===== src/rtl/alu_pkg.sv =====
// Shared opcode map, signed range helpers and the round/saturate arithmetic
// used by the pipelined fixed-point ALU.
package alu_pkg;

    localparam int OP_ADD  = 0;
    localparam int OP_SUB  = 1;
    localparam int OP_MUL  = 2;
    localparam int OP_MAC  = 3;
    localparam int OP_CLR  = 4;
    localparam int OP_NAND = 5;
    localparam int OP_XNOR = 6;
    localparam int OP_SIGM = 7;
    localparam int OP_ROTL = 8;
    localparam int OP_MIN  = 9;
    localparam int OP_MAX  = 10;
    localparam int OP_ABS  = 11;

    localparam int DEF_INT_W  = 4;
    localparam int DEF_FRAC_W = 6;

    // All helpers work on a 64-bit signed carrier; callers sign-extend in and truncate out.
    function automatic logic signed [63:0] smax(input int unsigned w);
        return (64'sd1 <<< (w - 1)) - 64'sd1;
    endfunction

    function automatic logic signed [63:0] smin(input int unsigned w);
        return -(64'sd1 <<< (w - 1));
    endfunction

    function automatic logic signed [63:0] sat_clip(input logic signed [63:0] x,
                                                    input int unsigned        w);
        if (x > smax(w)) return smax(w);
        if (x < smin(w)) return smin(w);
        return x;
    endfunction

    function automatic logic signed [63:0] round_shift(input logic signed [63:0] x,
                                                       input int unsigned        f);
        return (x + (64'sd1 <<< (f - 1))) >>> f;
    endfunction

endpackage


===== src/rtl/alu_sat_round.sv =====
// Wide signed value -> round half up, drop FRAC_W fraction bits, clamp to OUT_W.
// Shared by the MUL and MAC result paths.
module alu_sat_round
    import alu_pkg::*;
#(
    parameter int IN_W   = 22,
    parameter int FRAC_W = 6,
    parameter int OUT_W  = 10
)(
    input  logic signed [IN_W-1:0]  data_i,
    output logic        [OUT_W-1:0] data_o,
    output logic                    sat_o
);

    logic signed [63:0] wide;
    logic signed [63:0] rnd;
    logic signed [63:0] clp;

    always_comb begin
        wide   = 64'(data_i);
        rnd    = round_shift(wide, FRAC_W);
        clp    = sat_clip(rnd, OUT_W);
        data_o = clp[OUT_W-1:0];
        sat_o  = (clp != rnd);
    end

endmodule


===== src/rtl/alu_pipe.sv =====
// Two-stage signed fixed-point ALU with valid/ready on both sides, an internal
// MAC accumulator and saturation reporting. S1 holds operands, S2 holds results.
module alu_pipe
    import alu_pkg::*;
#(
    parameter  int INT_W  = DEF_INT_W,
    parameter  int FRAC_W = DEF_FRAC_W,
    parameter  int INST_W = 4,
    localparam int DATA_W = INT_W + FRAC_W
)(
    input  logic              i_clk,
    input  logic              i_rst,
    input  logic              i_valid,
    output logic              o_ready,
    input  logic [INST_W-1:0] i_inst,
    input  logic [DATA_W-1:0] i_data_a,
    input  logic [DATA_W-1:0] i_data_b,
    output logic              o_valid,
    input  logic              i_ready,
    output logic [DATA_W-1:0] o_data,
    output logic              o_sat
);

    localparam int PROD_W = 2 * DATA_W;
    localparam int ACC_W  = 2 * DATA_W + 2;
    localparam logic [DATA_W-1:0] D_MAX = {1'b0, {(DATA_W-1){1'b1}}};
    localparam logic [DATA_W-1:0] D_MIN = {1'b1, {(DATA_W-1){1'b0}}};

    logic              s1_valid_q;
    logic [INST_W-1:0] s1_inst_q;
    logic [DATA_W-1:0] s1_a_q;
    logic [DATA_W-1:0] s1_b_q;
    logic              s2_valid_q;
    logic [DATA_W-1:0] o_data_q;
    logic              o_sat_q;
    logic signed [ACC_W-1:0] acc_q;

    logic s1_adv;
    logic s2_adv;
    int   op;

    logic signed [DATA_W-1:0] a_s;
    logic signed [DATA_W-1:0] b_s;
    logic signed [PROD_W-1:0] prod;
    logic signed [63:0]       acc_sum;
    logic signed [ACC_W-1:0]  sr_in;
    logic [DATA_W-1:0]        sr_out;
    logic                     sr_sat;

    logic [DATA_W-1:0] res_d;
    logic              sat_d;
    logic signed [63:0] a_w;
    logic signed [63:0] b_w;
    logic signed [63:0] ar_w;
    logic signed [63:0] clip_w;
    logic signed [63:0] sig_w;
    logic [31:0]         rot_amt;
    logic [2*DATA_W-1:0] rot_w;

    assign s2_adv  = !s2_valid_q || i_ready;
    assign s1_adv  = !s1_valid_q || s2_adv;
    assign o_ready = s1_adv && !i_rst;
    assign o_valid = s2_valid_q;
    assign o_data  = o_data_q;
    assign o_sat   = o_sat_q;

    assign op      = int'(s1_inst_q);
    assign a_s     = s1_a_q;
    assign b_s     = s1_b_q;
    assign prod    = a_s * b_s;
    assign acc_sum = sat_clip(64'(acc_q) + 64'(prod), ACC_W);
    // MAC rounds the updated accumulator; MUL rounds the bare product.
    assign sr_in   = (op == OP_MAC) ? ACC_W'(acc_sum) : ACC_W'(prod);

    alu_sat_round #(
        .IN_W  (ACC_W),
        .FRAC_W(FRAC_W),
        .OUT_W (DATA_W)
    ) u_sat_round (
        .data_i(sr_in),
        .data_o(sr_out),
        .sat_o (sr_sat)
    );

    always_comb begin
        res_d   = '0;
        sat_d   = 1'b0;
        a_w     = 64'(a_s);
        b_w     = 64'(b_s);
        ar_w    = '0;
        clip_w  = '0;
        sig_w   = '0;
        rot_amt = 32'(s1_b_q) % 32'(DATA_W);
        rot_w   = {s1_a_q, s1_a_q} << rot_amt;
        case (op)
            OP_ADD, OP_SUB: begin
                ar_w   = (op == OP_ADD) ? (a_w + b_w) : (a_w - b_w);
                clip_w = sat_clip(ar_w, DATA_W);
                res_d  = clip_w[DATA_W-1:0];
                sat_d  = (clip_w != ar_w);
            end
            OP_MUL, OP_MAC: begin
                res_d = sr_out;
                sat_d = sr_sat;
            end
            OP_NAND: res_d = ~(s1_a_q & s1_b_q);
            OP_XNOR: res_d = ~(s1_a_q ^ s1_b_q);
            OP_SIGM: begin
                // Clip to [0, 1.0] is part of the transfer function, not a saturation.
                sig_w = (a_w >>> 2) + (64'sd1 <<< (FRAC_W - 1));
                if (sig_w < 64'sd0)
                    sig_w = 64'sd0;
                else if (sig_w > (64'sd1 <<< FRAC_W))
                    sig_w = 64'sd1 <<< FRAC_W;
                res_d = sig_w[DATA_W-1:0];
            end
            OP_ROTL: res_d = rot_w[2*DATA_W-1:DATA_W];
            OP_MIN:  res_d = (a_s < b_s) ? s1_a_q : s1_b_q;
            OP_MAX:  res_d = (a_s > b_s) ? s1_a_q : s1_b_q;
            OP_ABS: begin
                if (s1_a_q == D_MIN) begin
                    res_d = D_MAX;
                    sat_d = 1'b1;
                end else begin
                    res_d = a_s[DATA_W-1] ? DATA_W'(-a_w) : s1_a_q;
                end
            end
            default: begin
                res_d = '0;
                sat_d = 1'b0;
            end
        endcase
    end

    always_ff @(posedge i_clk) begin
        if (i_rst) begin
            s1_valid_q <= 1'b0;
            s1_inst_q  <= '0;
            s1_a_q     <= '0;
            s1_b_q     <= '0;
            s2_valid_q <= 1'b0;
            o_data_q   <= '0;
            o_sat_q    <= 1'b0;
            acc_q      <= '0;
        end else begin
            if (s1_adv) begin
                s1_valid_q <= i_valid;
                if (i_valid) begin
                    s1_inst_q <= i_inst;
                    s1_a_q    <= i_data_a;
                    s1_b_q    <= i_data_b;
                end
            end
            if (s2_adv) begin
                s2_valid_q <= s1_valid_q;
                if (s1_valid_q) begin
                    o_data_q <= res_d;
                    o_sat_q  <= sat_d;
                    // Accumulator moves only on the S1->S2 transfer, so a stalled MAC counts once.
                    if (op == OP_MAC)
                        acc_q <= ACC_W'(acc_sum);
                    else if (op == OP_CLR)
                        acc_q <= '0;
                end
            end
        end
    end

endmodule


===== config.mk =====
export PLATFORM = sky130hd
export DESIGN_NAME = alu_pipe
export DESIGN_NICKNAME = d
export VERILOG_FILES = /design/src/rtl/alu_pkg.sv /design/src/rtl/alu_sat_round.sv /design/src/rtl/alu_pipe.sv
export SDC_FILE = /design/constraint.sdc
export NUM_CORES = 1
export LEC_CHECK = 0
export ABC_CLOCK_PERIOD_IN_PS = 25300
export BUFFER_PORTS_ARGS = -buffer_cell sky130_fd_sc_hd__buf_2
export CAP_MARGIN = 40
export CORE_ASPECT_RATIO = 1.5
export CORE_UTILIZATION = 45
export DETAILED_ROUTE_END_ITERATION = 12
export PLACE_DENSITY = 0.7
export SLEW_MARGIN = 20
export SYNTH_ARGS = -nofsm -noshare
export SYNTH_HDL_FRONTEND = slang
export SYNTH_HIERARCHICAL = 1
export SYNTH_SLANG_ARGS = --single-unit

===== constraint.sdc =====
create_clock -name i_clk -period 25.3 [get_ports i_clk]
set_clock_uncertainty 0.2 [all_clocks]
set_input_delay 7.59 -clock i_clk [delete_from_list [all_inputs] [get_ports i_clk]]
set_output_delay 7.59 -clock i_clk [all_outputs]
set_load 0.01 [all_outputs]

* Word-level counts from Yosys, hierarchy flattened
Index checks and enable logic that the tools add are counted.
Cells by class: add/sub/neg operators 6, multiply operators 1, divide/modulo/power cells 1, magnitude comparators 10, eq/ne operators 15, shifts and indexed selects 1, muxes and demuxes 37, bitwise operators 4, reductions and logical operators 14
Operators by type and width (count):
- 64-bit 2-to-1 mux | 10
- 22-bit 2-to-1 mux | 7
- 10-bit case mux with 9 select lines | 1
- 64-bit by 10-bit greater-than comparator with 1-bit output, second input constant | 1
- 32-bit zero test | 2
- 64-bit by 10-bit less-than comparator with 1-bit output, second input constant | 1
- 64-bit by 17-bit inequality test with 1-bit output | 1
- 64-bit inequality test | 1
- 10-bit 2-to-1 mux | 6
- 10-bit by 4-bit modulo with 32-bit output, second input constant | 1
- 20-bit by 32-bit left shift with 20-bit output | 1
- 22-bit by 20-bit adder with 23-bit output | 1
- 22-bit by 7-bit adder with 23-bit output, second input constant | 1
- 23-bit by 22-bit greater-than comparator with 1-bit output, second input constant | 1
- 23-bit by 22-bit less-than comparator with 1-bit output, second input constant | 1
- 4-bit == test, second input constant | 5
- 10-bit by 10-bit multiplier with 20-bit output | 1
- 10-bit NOT | 2
- 17-bit by 10-bit greater-than comparator with 1-bit output, second input constant | 1
- 17-bit by 10-bit less-than comparator with 1-bit output, second input constant | 1
- 4-bit by 3-bit == test with 1-bit output, second input constant | 4
- 1-bit 2-to-1 mux | 12
- 10-bit by 10-bit adder with 11-bit output | 1
- 10-bit by 10-bit subtractor with 11-bit output | 1
- other kinds (19) | 25
Word-level totals: bits in registers 59, input port bits 28, output and inout bits 13, logic and storage cells 97

* Depth between registers and ports, before layout
word-level depth 16, depth in mapped cells 55, mapped depth without buffers 49

* Hierarchy
The synthesis kept the hierarchy.
Modules (own cells, without submodules):
- alu_pipe | times used 1, cells an instance 1462, area an instance 10906.7 um2, seq. area each 1181.1 um2
- alu_sat_round | times used 1, cells an instance 103, area an instance 696.9 um2, seq. area each 0.0 um2

* Worst setup path after synthesis
No wires, ideal clock.
kind input to output, from in i_rst, to out o_ready, data arrival time 8241 ps, path slack 9269 ps, stages 3, path buffers 2, cells stage by stage clkbuf_1 > buf_1 > a21oi_1
Between the ends: longest elaborated chain between the ends 2
Ends and longest elaborated chain:
- start: declaration | line alu_pipe.sv:12 | input logic i_rst,
- 1-bit zero test | line alu_pipe.sv:62 | assign o_ready = s1_adv && !i_rst;
- 1-bit logical AND | line alu_pipe.sv:62
- end: declaration | line alu_pipe.sv:14 | output logic o_ready,
Every way passes these cells.

* Worst setup path in the final report
Ends and elaborated chain as after synthesis.

==> results_tabular.tex <==
\begin{tabular}{lr}
\hline
Metric & Value \\
\hline
\multicolumn{2}{l}{\textbf{Critical path}} \\
Endpoint of the lowest-slack register-to-register path & o\_data[6] \\
Req. time, crit path & about 18 ns \\
Startpoint type of the worst setup path & input pin \\
Critical-path maximum fanout & 41 \\
R2R cell count & 46 \\
Signal arrival time at the worst endpoint & 8.38 ns \\
Setup slack on the worst flop-to-flop path & $\sim$12 ns \\
Setup CP Type & input pin to output pin \\
Source of the worst register-to-register timing path & a\_s[5] \\
Endpoint kind of the worst setup timing path & output pin \\
\multicolumn{2}{l}{\textbf{Timing}} \\
Final Hold Fails & 0 \\
Setup violations, final & 0 \\
Count of final max-slew check failures & 0 \\
Worst Tran Pin Value & 0.8729 ns \\
Total negative setup slack & 0 ns \\
Hold slack & about 0.27 ns \\
Ratio of final minimum period to clock period & 0.6392 \\
Top achievable clock speed & slightly above 60 MHz \\
Time the worst path needs with I/O delays and setup & $\sim$16 ns \\
RSZ-0062 raised after global routing & false \\
Worst slew margin & 0.4139 \\
\multicolumn{2}{l}{\textbf{Status}} \\
Status & complete, no violations \\
\multicolumn{2}{l}{\textbf{Clock tree}} \\
TritonCTS clock tree & yes \\
Number of setup buffers added after CTS & 0 \\
Cts bufs inserted & 9 \\
Clk Latency, worst-skew pair & 0.36 ns \\
Clock tree root buffer cell & sky130\_fd\_sc\_hd\_\_clkbuf\_16 \\
\# clock sinks & 59 \\
Total of cells resized after clock tree synthesis & 0 \\
Total of hold buffers inserted after clock tree synthesis & 0 \\
Max Root-Sink Buffers & 2 \\
H-tree lvl count & 3 \\
Clk slew on worst S/H paths & approximately 0.06 ns \\
\multicolumn{2}{l}{\textbf{Floorplanning}} \\
Io pins & 41 \\
Core area & 0.02514 sq mm \\
Die Width & 132.9 um \\
Vert. Die Dim & $\sim$200 um \\
Standard-cell rows & 71 \\
Area enclosed by the die boundary & 0.02635 sq mm \\
Initial cell density of the core & 0.4598 \\
\multicolumn{2}{l}{\textbf{Layout}} \\
Layout cells sized above 1 & 0.07817 \\
Final Cell Area & $\sim$0.012 sq mm \\
Growth of design area from synthesis to finish & 6.018\% \\
Fillcell total & 2537 \\
Antenna diode count & 0 \\
Count of nets after finishing & 1764 \\
\multicolumn{2}{l}{\textbf{Route}} \\
Drt first pass iters & 8 \\
Number of vias after detailed routing & 11580 \\
Number of nets with antenna violations after detailed routing & 0 \\
First DRT Iteration DRCs & approximately 910 \\
Remaining design rule violation count & 0 \\
Average detailed-routed wire length per instance & 20.49 um \\
Total detailed-routing wirelength & 38.44 mm \\
Drt via density & slightly above 6 \\
\multicolumn{2}{l}{\textbf{Synth}} \\
Synth Warn \# & 6 \\
Synthesized area per cell & around 7.4 sq um \\
Synthesized area & 0.01156 sq mm \\
Synthesized netlist net count & 1776 \\
Cell count after synthesis & 1556 \\
\multicolumn{2}{l}{\textbf{Global route}} \\
Largest net degree at the start of global routing & 42 \\
Initial antenna violation count & 0 \\
GRT Total Usage & 0.3021 \\
First-pass GRT wire length & 61.13 mm \\
Aggregate global routing overflow & 0 \\
Vias in the first global route & roughly 12000 \\
\multicolumn{2}{l}{\textbf{Hold path}} \\
Worst Min Path Start & acc\_q[5] \\
Class of the tightest hold or removal check & flip-flop to flip-flop \\
Worst hold path depth & 2 \\
Hold Path End & acc\_q[5] \\
\multicolumn{2}{l}{\textbf{Power}} \\
Total power of the final layout & 0.6097 mW \\
Leakage power total & 5.440 nW \\
Worst supply voltage drop on vdd & 43.20 uV \\
Power density relative to cell area & 49.75 mW/mm\^{}2 \\
\multicolumn{2}{l}{\textbf{Placed design}} \\
Weighted congestion reported at the end of routability-driven placement & between 1 and 1.5 \\
Placed Instance Area & between 0.01 and 0.015 sq mm \\
Detailed placer's ending HPWL & 30.14 mm \\
PortBufs & 40 \\
\multicolumn{2}{l}{\textbf{Run}} \\
Max-cap violations & 0 \\
\hline
\end{tabular}
## per-layer routing
metal  share of wire  wire length, um  track usage  vias to the layer above
li1                -                -            -                     5411
met5               0                0            0                        -
met1            0.36            13760       0.3200                     5484
met2            0.49            18650       0.5208                      509
met3           0.073             2814      0.05812                      171
met4           0.084             3224       0.2469                        0
## final cells by class
cell class / count / area, sq um / area share
Inverter: 139 / 521.8 / 0.04257
Multi-Input combinational cell: 1270 / 9467 / 0.7724
Tap cell: 328 / 410.4 / 0.03349
Timing Repair Buffer: 65 / 406.6 / 0.03318
Clock inverter: 5 / 30.03 / 0.002450
Clock buffer: 10 / 239.0 / 0.01950
Sequential cell: 59 / 1181 / 0.09638
## report_power, final
group / switching [mW] / internal [mW] / leakage (nW)
registers: 0.00634 / 0.0969 / 0.481
logic: 0.250 / 0.140 / 4.83
clock network: 0.0486 / 0.0678 / 0.130
## through the flow
step | setup WS [ns] | util | std cells
final | 9.129 | 0.4875 | 1876
after global routing | 9.098 | 0.4875 | 1876
after CTS | 9.134 | 0.4863 | 1874
after detailed placement | 9.135 | 0.4756 | 1859
after global placement | 9.152 | 0.4743 | 1856
after floorplan | 9.269 | - | 1556
## state kept, by name (all words and copies together), names as in the netlist
signal      cells
o_valid         1
s1_valid_q      1
a_s            10
acc_q          22
b_s            10
o_sat           1
s1_inst_q       4
o_data         10
## worst max-delay path by stage
stage / to / slack [ns] / from / depth (start not counted)
global route: o_ready / 9.10 / i_rst / 4
finish: o_ready / 9.13 / i_rst / 4
global placement: o_ready / 9.15 / i_rst / 4
CTS: o_ready / 9.13 / i_rst / 4
detailed placement: o_ready / 9.14 / i_rst / 4
floorplan: o_ready / 9.27 / i_rst / 3
## worst max-delay path: stages
cell and delay, ns:
sky130_fd_sc_hd__buf_2 0.09, sky130_fd_sc_hd__buf_4 0.41, sky130_fd_sc_hd__a21oi_1 0.09, sky130_fd_sc_hd__buf_2 0.17
## layout by cell type (no fill, tap or decap), types with 21 or more instances in the layout
cell and count:
sky130_fd_sc_hd__nand2_1 205, sky130_fd_sc_hd__xnor2_1 46, sky130_fd_sc_hd__o21ai_0 87, sky130_fd_sc_hd__nor3_1 24, sky130_fd_sc_hd__nand3_1 40, sky130_fd_sc_hd__buf_4 22, sky130_fd_sc_hd__a21oi_1 114, sky130_fd_sc_hd__dfxtp_1 59
sky130_fd_sc_hd__ha_1 98, sky130_fd_sc_hd__inv_1 130, sky130_fd_sc_hd__buf_2 40, sky130_fd_sc_hd__mux2i_1 21, sky130_fd_sc_hd__fa_1 94, sky130_fd_sc_hd__nor2b_1 23, sky130_fd_sc_hd__nor2_1 158
Power figures use the tool's default switching activity.
